**config.mk**
```make
export PLATFORM = sky130hd
export DESIGN_NAME = hs_trailer_detector
export DESIGN_NICKNAME = d
export VERILOG_FILES = /design/src/rtl/hs_trailer_detector.sv
export SDC_FILE = /design/constraint.sdc
export NUM_CORES = 1
export LEC_CHECK = 0
export ABC_AREA = 1
export CAP_MARGIN = 25
export CORE_MARGIN = 3
export CORE_UTILIZATION = 30
export CTS_CLUSTER_SIZE = 25
export DETAILED_ROUTE_END_ITERATION = 8
export GPL_ROUTABILITY_DRIVEN = 0
export PLACE_DENSITY = 0.49
export SLEW_MARGIN = 20
export SYNTH_ARGS = -nofsm -noshare
export SYNTH_HDL_FRONTEND = slang
export SYNTH_SLANG_ARGS = --single-unit
```
**constraint.sdc**
```tcl
create_clock -name clk_comparator -period 7.8 [get_ports clk_comparator]
set_input_delay 1.17 -clock clk_comparator [delete_from_list [all_inputs] [get_ports clk_comparator]]
set_output_delay 1.17 -clock clk_comparator [all_outputs]
set_load 0.05 [all_outputs]
```
**src/rtl/hs_trailer_detector.sv**
```systemverilog
`default_nettype none
// ============================================================================
// Module   : hs_trailer_detector
// Brief    : Multi-lane HS trailer detector: per-lane run-length tracking,
//            trailer completion flag and payload-break indication.
// Revision : 1.0
// ============================================================================
module hs_trailer_detector #(
  parameter int LANES     = 2,
  parameter int SPC       = 2,
  parameter int CNT_W     = 8,
  parameter int BREAK_MIN = 2
) (
  input  logic                   clk_comparator,
  input  logic                   RST,
  input  logic                   comparator_enable,
  input  logic [LANES*SPC-1:0]   hs_rx_data,
  input  logic [LANES-1:0]       lane_mask,
  input  logic [CNT_W-1:0]       trail_len,
  output logic [LANES-1:0]       lane_done,
  output logic                   trailer_done,
  output logic [LANES-1:0]       trailer_level,
  output logic                   break_pulse,
  output logic                   break_seen
);

  localparam logic [CNT_W:0]   c_spc_ext     = (CNT_W+1)'(SPC);
  localparam logic [CNT_W:0]   c_cnt_max_ext = {1'b0, {CNT_W{1'b1}}};
  localparam logic [CNT_W-1:0] c_cnt_max     = {CNT_W{1'b1}};
  localparam logic [CNT_W-1:0] c_cnt_one     = CNT_W'(1);
  localparam logic [CNT_W-1:0] c_break_min   = CNT_W'(BREAK_MIN);

  typedef enum logic [1:0] {
    S_IDLE   = 2'd0,
    S_SEARCH = 2'd1,
    S_DONE   = 2'd2
  } state_t;

  state_t           r_state;
  logic [CNT_W-1:0] r_cnt [LANES];
  logic [LANES-1:0] r_ref;
  logic [LANES-1:0] r_mask;
  logic [LANES-1:0] r_lane_done;
  logic [CNT_W-1:0] r_len;
  logic             r_trailer_done;
  logic             r_break_pulse;
  logic             r_break_seen;

  logic             w_entering;
  logic [LANES-1:0] w_mask_eff;
  logic [CNT_W-1:0] w_len_eff;
  logic             w_all_done;
  logic [CNT_W-1:0] w_nxt_cnt [LANES];
  logic [LANES-1:0] w_nxt_ref;
  logic [LANES-1:0] w_nxt_done;
  logic [LANES-1:0] w_brk;

  // Next run length: extend the run if the whole word matches the previous
  // level, otherwise restart with the trailing run ending at the newest sample.
  function automatic logic [CNT_W-1:0] f_next_cnt(
    input logic [SPC-1:0]   smp,
    input logic             ref_in,
    input logic [CNT_W-1:0] cnt_in
  );
    logic [CNT_W:0]   sum;
    logic [CNT_W-1:0] run;
    logic             stop;
    sum  = '0;
    run  = '0;
    stop = 1'b0;
    if (smp == {SPC{ref_in}}) begin
      sum        = {1'b0, cnt_in} + c_spc_ext;
      f_next_cnt = (sum > c_cnt_max_ext) ? c_cnt_max : sum[CNT_W-1:0];
    end else begin
      for (int i = SPC-1; i >= 0; i--) begin
        if (!stop && (smp[i] == smp[SPC-1])) begin
          run = run + c_cnt_one;
        end else begin
          stop = 1'b1;
        end
      end
      f_next_cnt = run;
    end
  endfunction

  // On the window-opening edge the live mask/length and a zero history apply.
  assign w_entering = (r_state == S_IDLE);
  assign w_mask_eff = w_entering ? lane_mask : r_mask;
  assign w_len_eff  = w_entering ? ((trail_len == '0) ? c_cnt_one : trail_len) : r_len;
  assign w_all_done = (|r_mask) && (&(r_lane_done | ~r_mask));

  always_comb begin
    w_nxt_ref  = '0;
    w_nxt_done = '0;
    w_brk      = '0;
    for (int l = 0; l < LANES; l++) begin
      w_nxt_cnt[l] = '0;
      if (w_mask_eff[l]) begin
        w_nxt_cnt[l]  = f_next_cnt(hs_rx_data[l*SPC +: SPC],
                                   w_entering ? 1'b0 : r_ref[l],
                                   w_entering ? '0 : r_cnt[l]);
        w_nxt_ref[l]  = hs_rx_data[l*SPC + SPC - 1];
        w_nxt_done[l] = (w_nxt_cnt[l] >= w_len_eff);
        w_brk[l]      = !w_entering
                        && (hs_rx_data[l*SPC +: SPC] != {SPC{r_ref[l]}})
                        && (r_cnt[l] >= c_break_min);
      end
    end
  end

  always_ff @(posedge clk_comparator or negedge RST) begin
    if (!RST) begin
      r_state        <= S_IDLE;
      for (int l = 0; l < LANES; l++) r_cnt[l] <= '0;
      r_ref          <= '0;
      r_mask         <= '0;
      r_len          <= '0;
      r_lane_done    <= '0;
      r_trailer_done <= 1'b0;
      r_break_pulse  <= 1'b0;
      r_break_seen   <= 1'b0;
    end else if (!comparator_enable) begin
      r_state        <= S_IDLE;
      for (int l = 0; l < LANES; l++) r_cnt[l] <= '0;
      r_ref          <= '0;
      r_lane_done    <= '0;
      r_trailer_done <= 1'b0;
      r_break_pulse  <= 1'b0;
      r_break_seen   <= 1'b0;
    end else begin
      r_break_pulse <= 1'b0;
      case (r_state)
        S_IDLE: begin
          r_state     <= S_SEARCH;
          r_mask      <= lane_mask;
          r_len       <= w_len_eff;
          for (int l = 0; l < LANES; l++) r_cnt[l] <= w_nxt_cnt[l];
          r_ref       <= w_nxt_ref;
          r_lane_done <= w_nxt_done;
        end
        S_SEARCH: begin
          if (w_all_done) begin
            r_state        <= S_DONE;
            r_trailer_done <= 1'b1;
          end else begin
            for (int l = 0; l < LANES; l++) r_cnt[l] <= w_nxt_cnt[l];
            r_ref         <= w_nxt_ref;
            r_lane_done   <= w_nxt_done;
            r_break_pulse <= |w_brk;
            r_break_seen  <= r_break_seen | (|w_brk);
          end
        end
        S_DONE: begin
          r_state <= S_DONE;
        end
        default: begin
          r_state <= S_IDLE;
        end
      endcase
    end
  end

  assign lane_done     = r_lane_done;
  assign trailer_done  = r_trailer_done;
  assign trailer_level = r_ref;
  assign break_pulse   = r_break_pulse;
  assign break_seen    = r_break_seen;

endmodule
`default_nettype wire

```
Word-level counts from Yosys, hierarchy flattened
Cells that the tools add are included.

Register bits after elaboration: 35. Output and inout port bits: 7.

$add $sub $neg: 4. Order comparisons: 6. Equal/unequal tests: 14. Multiplexer cells: 52. Bitwise operators: 3. Reductions and logical operators: 19.

Operator list (number): $mux 8 (18); $mux 16 (2); $pmux 16 s2 (1); $mux 1 (21); $add 8x2->9 const B (2); $gt 9x8->1 const B (2); $add 8x1->8 const B (2); $ge 8x2->1 const B (2); $ge 8x8->1 (2); $mux 2 (7); $reduce_and 2->1 (5); $logic_not 8->1 (1); $pmux 2 s2 (2); $logic_and 1x1->1 (7); $ne 3x3->1 const B (2); $pmux 2 s3 (1); $eq 2x2->1 (2); $ne 2x1->1 const B (2); $ne 2x2->1 (2); $reduce_or 2->1 (2); $logic_not 1->1 (3); $ne 3x1->1 const B (1); $eq 1x1->1 (2); $eq 2x1->1 const B (1); 6 further kinds (6).

Depth between registers and ports, before layout
Gate-level depths: netlist of run 1.

Depth after elaboration: 15. Mapped depth: 24. Depth with buffers taken out: 22.

Worst setup path after synthesis of run 1
No wires, ideal clock.

Kind: register to register. Start point: reg r_state[0]. End point: reg r_lane_done[1] (netlist: lane_done[1]). Arrival: 2.993 ns. Data required time: 7.682 ns. Setup slack: 4.689 ns. Cell stages (with the launch flop): 22. Buffers on the path: 3. Clock period less this slack: 3.111 ns. Cell sequence: dfrtp_1 > inv_1 > ha_1 > buf_6 > buf_2 > clkbuf_1 > nor2_1 > ha_1 > nand4_1 > xor2_1 > nor2_1 > nand3_2 > nand3_1 > nand2_1 > inv_1 > ha_1 > a21oi_1 > o21ai_0 > nand2_1 > o2111ai_1 > nand2_1 > nand2_1.

Longest elaborated chain between the ends: 12.

Ends and longest elaborated chain: start: declaration (line 39) `state_t r_state;`; start signal: assignment (line 113) `r_state <= S_IDLE;`; start signal: assignment (line 123) `r_state <= S_IDLE;`; start signal: assignment (line 134) `r_state <= S_SEARCH;`; $logic_not 2->1 (line 87, 132); $mux 8 (line 101) `w_entering ? '0 : r_cnt[l]);`; $add 8x2->9 (line 72) `sum = {1'b0, cnt_in} + c_spc_ext;`; $gt 9x8->1 (line 73) `f_next_cnt = (sum > c_cnt_max_ext) ? c_cnt_max : sum[CNT_W-1:0];`; $mux 8 (line 73); $mux 8 (line 71) `if (smp == {SPC{ref_in}}) begin`; $mux 8 (line 98) `if (w_mask_eff[l]) begin`; $ge 8x8->1 (line 103) `w_nxt_done[l] = (w_nxt_cnt[l] >= w_len_eff);`; $mux 1 (line 98); $mux 2 (line 142) `if (w_all_done) begin`; $pmux 2 s2 (line 132) `case (r_state)`; $mux 2 (line 122) `end else if (!comparator_enable) begin`; end signal: assignment (line 139) `r_lane_done <= w_nxt_done;`; end signal: assignment (line 148) `r_lane_done <= w_nxt_done;`; end: declaration (line 43) `logic [LANES-1:0] r_lane_done;`.

Parallel ways exist; a longest one is shown, timed or not. The select of a mux whose other input is x is not followed. A chain may end at the register's enable or synchronous reset.

Worst setup path after layout of run 1
Ends and elaborated chain as after synthesis.

==> load_flow_metrics.sql, run 1 <==
INSERT INTO impl_metrics (metric_group, metric, value, unit) VALUES
('outcome', 'outcome', 'finished clean', ''),
('clock_tree', 'number_of_h_tree_branching_levels', '2', ''),
('clock_tree', 'tritoncts_clock_tree', 'built', ''),
('flow_run', 'maxCapViolations', '0', ''),
('power', 'power_per_cell_area', '260', 'nW/um^2'),
('sta', 'relSlewSlack', '43.4', '%'),
('routing', 'drtPass1Iterations', '4', ''),
('power', 'combinationalPowerShare', '52.2', '%'),
('layout', 'final_layout_size_suffix_gt1_share', '10.1', '%'),
('sta', 'finalClockSkew', '0.00664', 'ns'),
('power', 'p_sw', '398', 'uW'),
('power', 'leakage', '1.65', 'nW'),
('clock_tree', 'cts.root.buffer_cell', 'sky130_fd_sc_hd__clkbuf_8', ''),
('clock_tree', 'cts.path.max_buffers', '2', ''),
('sta', 'timing.final.max_slew_violations', '0', ''),
('routing', 'post_drt_via_cell_ratio', '4.76', ''),
('logic_synthesis', 'post_synth_inst_count', '394', ''),
('layout', 'final_net_count', '456', ''),
('clock_tree', 'cts_hold_buf', '0', ''),
('sta', 'setup_viol', '0', ''),
('floorplan', 'floorplan.die.height', '102', 'um'),
('min_path', 'timing.hold.worst.class', 'flip-flop to flip-flop', ''),
('sta', 'post-route-period-util', '42.1', '%'),
('floorplan', 'ioPinCount', '24', ''),
('routing', 'post_route_drc', '0', ''),
('power', 'pwr-share-clk', '18.3', '%'),
('floorplan', 'row_count', '34', ''),
('sta', 'final-hold-violation-count', '0', ''),
('layout', 'multi_input_area', '1580', 'um^2'),
('logic_synthesis', 'synth-seq-cells', '35', ''),
('layout', 'seqCellArea', '876', 'um^2'),
('logic_synthesis', 'mappedNetlistNets', '434', ''),
('placed_design', 'dpl-instance-area', '3080', 'um^2'),
('global_route', 'grt_use_total', '14.4', '%'),
('power', 'internal-power', '429', 'uW'),
('clock_tree', 'cts_made_buffers', '5', ''),
('global_route', 'first_pass_grt_wire_length', '11700', 'um'),
('logic_synthesis', 'synth-seq-area-share', '31.6', '%'),
('global_route', 'globalRoute.totalOverflow', '0', ''),
('layout', 'area_growth', '14.7', '%'),
('floorplan', 'fp.coreArea', '8850', 'um^2'),
('floorplan', 'fp.dieArea', '10400', 'um^2'),
('sta', 'maximum_clock_frequency', '305', 'MHz'),
('routing', 'ant_nets', '0', ''),
('clock_tree', 'post_cts.repair.setup_buffers', '0', ''),
('floorplan', 'start_util', '31.3', '%'),
('logic_synthesis', 'yosysUniqueCellTypes', '33', ''),
('setup_path', 'timing.critical_path.arrival', '3.47', 'ns'),
('global_route', 'grt_max_degree', '36', ''),
('placed_design', 'numPortBuffers', '23', ''),
('routing', 'route.final.wire_length', '7000', 'um'),
('clock_tree', 'clk_transition_reported_paths', '0.08', 'ns'),
('sta', 'worst_hold_slack', '0.483', 'ns'),
('routing', 'drt_first_iter_violations', '104', ''),
('floorplan', 'chipWidth', '102', 'um'),
('setup_path', 'worst-path-max-fanout', '30', ''),
('clock_tree', 'ctsResizeCount', '0', ''),
('clock_tree', 'numClockSinks', '35', ''),
('sta', 'timing.final.crit_period', '3.28', 'ns'),
('layout', 'final_area', '3180', 'um^2'),
('power', 'switching_power_as_a_share_of_total_power', '48.2', '%'),
('setup_path', 'cp_data_required_time', '7.99', 'ns'),
('placed_design', 'place_hpwl', '5270', 'um'),
('power', 'ir_worst_vdd', '0.160', 'mV'),
('clock_tree', 'clock_insertion_delay_worst_skew', '0.29', 'ns'),
('global_route', 'grt_pass1_vias', '2362', ''),
('logic_synthesis', 'synthesis.yosys.warnings', '0', ''),
('logic_synthesis', 'synth.cell_area', '2770', 'um^2'),
('sta', 'totalNegativeSetupSlack', '0', 'ns'),
('setup_path', 'critPathCaptureType', 'flip-flop', ''),
('layout', 'filler_cell_count', '966', ''),
('layout', 'diode_insertion_count_for_antenna_repair', '0', ''),
('routing', 'drt-wirelength-per-cell', '13.3', 'um'),
('setup_path', 'worstSetupStartpointType', 'flip-flop', ''),
('global_route', 'antenna_found_initial', '0', ''),
('sta', 'rsz0062_at_grt', 'false', ''),
('logic_synthesis', 'syn_area_per_cell', '7.02', 'um^2'),
('routing', 'vias', '2498', ''),
('setup_path', 'worst-setup-path-type', 'flip-flop to flip-flop', ''),
('power', 'sequential_group_share_of_total_power', '29.5', '%'),
('sta', 'max_slew.worst_pin.slew', '0.849', 'ns');
-- placed cells by master (no fill, tap or decap), drive strengths merged --
| master | synthesis | layout |
|---|---|---|
| a21oi | 13 | 13 |
| a22oi | 1 | 1 |
| a31oi | 1 | 1 |
| buf | 6 | 2 |
| clkbuf | 3 | 8 |
| clkdlybuf4s50 | 0 | 22 |
| clkinv | 1 | 1 |
| dfrtp | 35 | 35 |
| ha | 23 | 23 |
| inv | 65 | 65 |
| mux2i | 1 | 1 |
| nand2 | 127 | 127 |
| nand3 | 28 | 28 |
| nand4 | 9 | 9 |
| nor2 | 34 | 34 |
| nor4 | 3 | 3 |
| o2111ai | 2 | 2 |
| o21ai | 34 | 34 |
| o21bai | 2 | 2 |
| o31ai | 2 | 2 |
| or2 | 1 | 1 |
| xor2 | 3 | 3 |
-- cells by family after synthesis --
kind of cell	count (synthesis)	share of synthesized area, %
AOI/OAI and AO/OA	55	12.2
xor gates and xnor gates	3	1.22
adders and majority gates	23	10.4
buffers and inverters	75	11.1
DFF	35	31.6
muxes	1	0.362
and+or+nand+nor	202	33.0
-- worst paths after layout --
kind / cells past startpoint / slack, ns / from / endpoint
min in group asynchronous: 1 / 0.98 / RST / r_cnt[0]$_DFFE_PN0P_
max in group asynchronous: 1 / 6.28 / RST / r_cnt[8]$_DFFE_PN0P_
worst min-delay path: 2 / 0.48 / r_len[5]$_DFFE_PN0P_ / r_len[5]$_DFFE_PN0P_
worst max-delay path: 23 / 4.52 / r_state[0]$_DFFE_PN0P_ / lane_done[1]$_DFFE_PN0P_
worst min register to register: 2 / 0.48 / r_len[5]$_DFFE_PN0P_ / r_len[5]$_DFFE_PN0P_
worst max register to register: 23 / 4.52 / r_state[0]$_DFFE_PN0P_ / lane_done[1]$_DFFE_PN0P_
-- sequential cells by signal, summed over array words and instances, names as in the netlist --
name,cells
r_len,8
trailer_done,1
break_seen,1
lane_done,2
break_pulse,1
r_cnt,16
r_mask,2
trailer_level,2
r_state,2
-- cell usage after synthesis (all sizes together) --
library cell / count / area share [%]
a21oi: 13 / 3.0
a22oi: 1 / 0.27
a31oi: 1 / 0.77
buf: 6 / 1.8
clkbuf: 3 / 0.41
clkinv: 1 / 0.14
dfrtp: 35 / 32
ha: 23 / 10
inv: 65 / 8.8
mux2i: 1 / 0.36
nand2: 127 / 18
nand3: 28 / 6.0
nand4: 9 / 2.3
nor2: 34 / 6.2
nor4: 3 / 0.68
o2111ai: 2 / 0.63
o21ai: 34 / 6.4
o21bai: 2 / 0.54
o31ai: 2 / 0.54
or2: 1 / 0.23
xor2: 3 / 1.2
-- per-layer routing --
metal  global-route usage [%]  part of all wire, %  up-vias
li1                         -                    -     1299
met2                     23.3                   47       38
met5                        0                    0        -
met4                     3.33                  1.0        0
met3                     2.25                  3.8        7
met1                     20.3                   49     1154
-- power groups by stage --
stage	clock network, mW	logic, mW	registers [mW]
2_1_floorplan	0	0.308	0.260
3_3_place_gp	0	0.429	0.247
3_5_place_dp	0	0.436	0.248
4_1_cts	0.158	0.437	0.244
5_1_grt	0.166	0.485	0.250
6_report	0.152	0.432	0.244
-- final cells by class --
| class | instances | area share (%) |
|---|---|---|
| clock buffer | 8 | 3.15 |
| inverter | 66 | 7.80 |
| multi-input combinational | 284 | 49.9 |
| sequential | 35 | 27.6 |
| tap | 108 | 4.26 |
| timing repair buffer | 24 | 7.33 |
-- worst max-delay path, cell delays in order, from the launching register on --
cell and delay, ns:
sky130_fd_sc_hd__dfrtp_1 0.38, sky130_fd_sc_hd__inv_1 0.10, sky130_fd_sc_hd__ha_1 0.15, sky130_fd_sc_hd__buf_4 0.35
sky130_fd_sc_hd__inv_2 0.25, sky130_fd_sc_hd__nand2_1 0.18, sky130_fd_sc_hd__ha_1 0.16, sky130_fd_sc_hd__inv_1 0.03
sky130_fd_sc_hd__nor2_1 0.09, sky130_fd_sc_hd__nand2_1 0.05, sky130_fd_sc_hd__nor2_1 0.09, sky130_fd_sc_hd__nand2_1 0.07
sky130_fd_sc_hd__nor2_1 0.10, sky130_fd_sc_hd__nand3_2 0.13, sky130_fd_sc_hd__nand3_1 0.12, sky130_fd_sc_hd__nand2_1 0.07
sky130_fd_sc_hd__inv_1 0.06, sky130_fd_sc_hd__ha_1 0.23, sky130_fd_sc_hd__a21oi_1 0.17, sky130_fd_sc_hd__o21ai_0 0.11
sky130_fd_sc_hd__nand2_1 0.07, sky130_fd_sc_hd__o2111ai_1 0.09, sky130_fd_sc_hd__nand2_1 0.08, sky130_fd_sc_hd__nand2_1 0.05
-- stage by stage --
stage / cells / setup slack, ns / utilization [%] / power (mW)
2_1_floorplan: 394 / 4.69 / - / 0.568
3_3_place_gp: 517 / 4.45 / 34.8 / 0.676
3_5_place_dp: 517 / 4.43 / 34.8 / 0.683
4_1_cts: 525 / 4.50 / 35.9 / 0.839
5_1_grt: 525 / 4.22 / 35.9 / 0.901
6_report: 525 / 4.52 / 35.9 / 0.827
Power figures use the tool's default switching activity.
==> run 2, diff against run 1 <==
- PLACE_DENSITY: 0.49 -> 0.51
- clock period: 7.8 -> 2.74 ns (I/O delays scaled with it)
==> load_flow_metrics.sql, run 2 (synthesis gave the netlist of run 1 again) <==
INSERT INTO impl_metrics (metric_group, metric, value, unit) VALUES
('floorplan', 'fp.dieArea', '10400', 'um^2'),
('setup_path', 'worstSetupStartpointType', 'flip-flop', ''),
('layout', 'final_area', '3470', 'um^2'),
('layout', 'top_register', 'r_cnt', ''),
('layout', 'largestRegisters', 'r_cnt (16), r_len (8)', ''),
('layout', 'most_frequent_standard_cell_in_the_layout_excluding_fill_and_tap_cells', 'sky130_fd_sc_hd__nand2_1', ''),
('routing', 'ant_nets', '0', ''),
('routing', 'drtPass1Iterations', '4', ''),
('sta', 'rsz0062_at_grt', 'true', ''),
('clock_tree', 'tritoncts_clock_tree', 'built', ''),
('outcome', 'failed_checks', 'setup timing', ''),
('clock_tree', 'clock_insertion_delay_worst_skew', '0.29', 'ns'),
('sta', 'relSlewSlack', '45.3', '%'),
('sta', 'timing.final.crit_period', '2.76', 'ns'),
('global_route', 'first_pass_grt_wire_length', '12200', 'um'),
('sta', 'max_slew.worst_pin.slew', '0.821', 'ns'),
('power', 'ir_worst_vdd', '0.464', 'mV'),
('floorplan', 'row_count', '34', ''),
('routing', 'vias', '2576', ''),
('floorplan', 'start_util', '31.3', '%'),
('sta', 'worst_slack', '-0.0153', 'ns'),
('setup_path', 'cp_cell_sequence', 'inv_2 > ha_4 > buf_12 > nor2_4 > buf_4 > buf_4 > nand3_1 > nand2_1 > inv_1 > nand2_1 > nor2_1 > nand3_4 > nand3_2 > nand2_2 > inv_2 > ha_4 > a21oi_2 > o21ai_1 > nand2_1 > o2111ai_2 > nand2_1 > nand2_1', ''),
('sta', 'post-route-period-util', '101', '%'),
('layout', 'layout.cells.most_common_list', 'sky130_fd_sc_hd__nand2_1 (121), sky130_fd_sc_hd__inv_1 (54), sky130_fd_sc_hd__dfrtp_1 (35)', ''),
('power', 'post-layout-total-power', '2.57', 'mW'),
('layout', 'final_net_count', '478', ''),
('setup_path', 'worst-setup-path-type', 'flip-flop to flip-flop', ''),
('sta', 'worst_hold_slack', '0.210', 'ns'),
('floorplan', 'fp.coreArea', '8850', 'um^2'),
('setup_path', 'critPathCaptureType', 'flip-flop', ''),
('setup_path', 'critPathSlowestCell', 'sky130_fd_sc_hd__dfrtp_1', ''),
('global_route', 'grt_use_total', '14.7', '%'),
('floorplan', 'floorplan.die.height', '102', 'um'),
('setup_path', 'cpMostUsedCell', 'sky130_fd_sc_hd__nand2_1', ''),
('min_path', 'timing.hold.worst.class', 'input pin to asynchronous set/reset pin', ''),
('global_route', 'antenna_found_initial', '0', ''),
('layout', 'area_growth', '25.5', '%'),
('setup_path', 'cp_data_required_time', '2.93', 'ns'),
('layout', 'number_of_flip_flops_under_the_largest_register_name', '16', ''),
('layout', 'final_layout_size_suffix_gt1_share', '20.0', '%'),
('layout', 'final_cells', '547', ''),
('flow_run', 'maxCapViolations', '0', ''),
('setup_path', 'worst-path-max-fanout', '5', ''),
('floorplan', 'chipWidth', '102', 'um'),
('global_route', 'grt_max_degree', '36', ''),
('power', 'power_per_cell_area', '741', 'nW/um^2'),
('sta', 'setup_viol', '1', ''),
('sta', 'timing.final.max_slew_violations', '0', ''),
('power', 'leakage', '1.76', 'nW'),
('routing', 'drt_first_iter_violations', '133', ''),
('routing', 'route.final.wire_length', '7310', 'um'),
('routing', 'post_drt_via_cell_ratio', '4.71', ''),
('sta', 'maximum_clock_frequency', '363', 'MHz'),
('routing', 'post_route_drc', '0', ''),
('placed_design', 'place_hpwl', '5690', 'um'),
('clock_tree', 'cts.path.max_buffers', '2', ''),
('clock_tree', 'cts_hold_buf', '0', ''),
('clock_tree', 'number_of_h_tree_branching_levels', '2', ''),
('placed_design', 'dpl-instance-area', '3250', 'um^2'),
('placed_design', 'dp.cells', '530', ''),
('setup_path', 'critical_path.max_stage_delay', '0.38', 'ns'),
('routing', 'drt-wirelength-per-cell', '13.4', 'um'),
('clock_tree', 'cts_made_buffers', '5', ''),
('clock_tree', 'numClockSinks', '35', ''),
('setup_path', 'timing.critical_path.arrival', '2.94', 'ns'),
('sta', 'finalClockSkew', '0.00974', 'ns'),
('floorplan', 'ioPinCount', '24', ''),
('placed_design', 'numPortBuffers', '23', ''),
('global_route', 'globalRoute.totalOverflow', '0', ''),
('outcome', 'outcome', 'complete, but fails checks', ''),
('clock_tree', 'clk_transition_reported_paths', '0.09', 'ns'),
('clock_tree', 'cts.root.buffer_cell', 'sky130_fd_sc_hd__clkbuf_8', ''),
('sta', 'final-hold-violation-count', '0', ''),
('global_route', 'grt_pass1_vias', '2556', ''),
('layout', 'diode_insertion_count_for_antenna_repair', '0', '');
run 2: cell types whose count changed in the layout (fill, tap and decap cells not counted), moves of 4 or more:
| cell | before | now |
|---|---|---|
| sky130_fd_sc_hd__nor2_1 | 26 | 22 |
| sky130_fd_sc_hd__buf_4 | 1 | 22 |
| sky130_fd_sc_hd__inv_2 | 7 | 11 |
| sky130_fd_sc_hd__ha_1 | 23 | 18 |
| sky130_fd_sc_hd__inv_1 | 58 | 54 |
| sky130_fd_sc_hd__nand3_1 | 23 | 19 |
| sky130_fd_sc_hd__ha_4 | 0 | 5 |
run 2: power by group:
group / total (mW) / internal (mW) / switching [mW]
Clock: 0.389 / 0.177 / 0.212
Combinational: 1.49 / 0.535 / 0.951
Sequential: 0.698 / 0.633 / 0.0643
run 2: cell type report:
class                           count  area, um^2
Sequential cell                    35         876
Fill cell                         964        5380
Timing Repair Buffer               46         410
Clock inverter                      3        20.0
Inverter                           66         248
Tap cell                          108         135
Multi-Input combinational cell    284        1720
Clock buffer                        5        68.8
run 2: through the flow:
step	worst slack (ns)	utilization, %	TNS (ns)
final	-0.0153	39.3	-0.0153
after global routing	-0.221	39.3	-0.428
after CTS	-0.0354	38.3	-0.0354
after detailed placement	-0.0740	36.7	-0.0893
after global placement	-0.0291	36.7	-0.0291
after floorplan	-0.00499	-	-0.00499
run 2: critical path, delay by kind of cell (launching register included):
kind	cells	cell delay (ns)
compound gates	3	0.28
fa+ha+maj	2	0.38
buf+inv	6	0.60
flops	1	0.38
simple gates	11	1.02
run 2: timing repair:
item	4_1_cts	5_1_grt
resized for setup	3	12
setup endpoints to repair	2	2
pin swaps	9	13
buffers inserted	5	4
run 2: path summary, 6_finish.rpt:
kind,start,depth (start not counted),slack [ns],to
min in group clk_comparator,r_cnt[0]$_DFFE_PN0P_,2,0.49,r_cnt[0]$_DFFE_PN0P_
hold reg to reg,r_cnt[0]$_DFFE_PN0P_,2,0.49,r_cnt[0]$_DFFE_PN0P_
max in group asynchronous,RST,1,2.01,r_cnt[5]$_DFFE_PN0P_
hold / removal,RST,1,0.21,trailer_done$_DFFE_PN0P_
setup / recovery,r_state[1]$_DFFE_PN0P_,22,-0.02,lane_done[1]$_DFFE_PN0P_
setup reg to reg,r_state[1]$_DFFE_PN0P_,22,-0.02,lane_done[1]$_DFFE_PN0P_
run 2: per-layer routing:
metal / vias up / part of all wire [%] / global-route usage [%]
met5: - / 0 / 0
met3: 6 / 3.1 / 1.98
met4: 0 / 0.74 / 2.72
met2: 44 / 47 / 24.3
met1: 1187 / 50 / 20.6
li1: 1339 / - / -
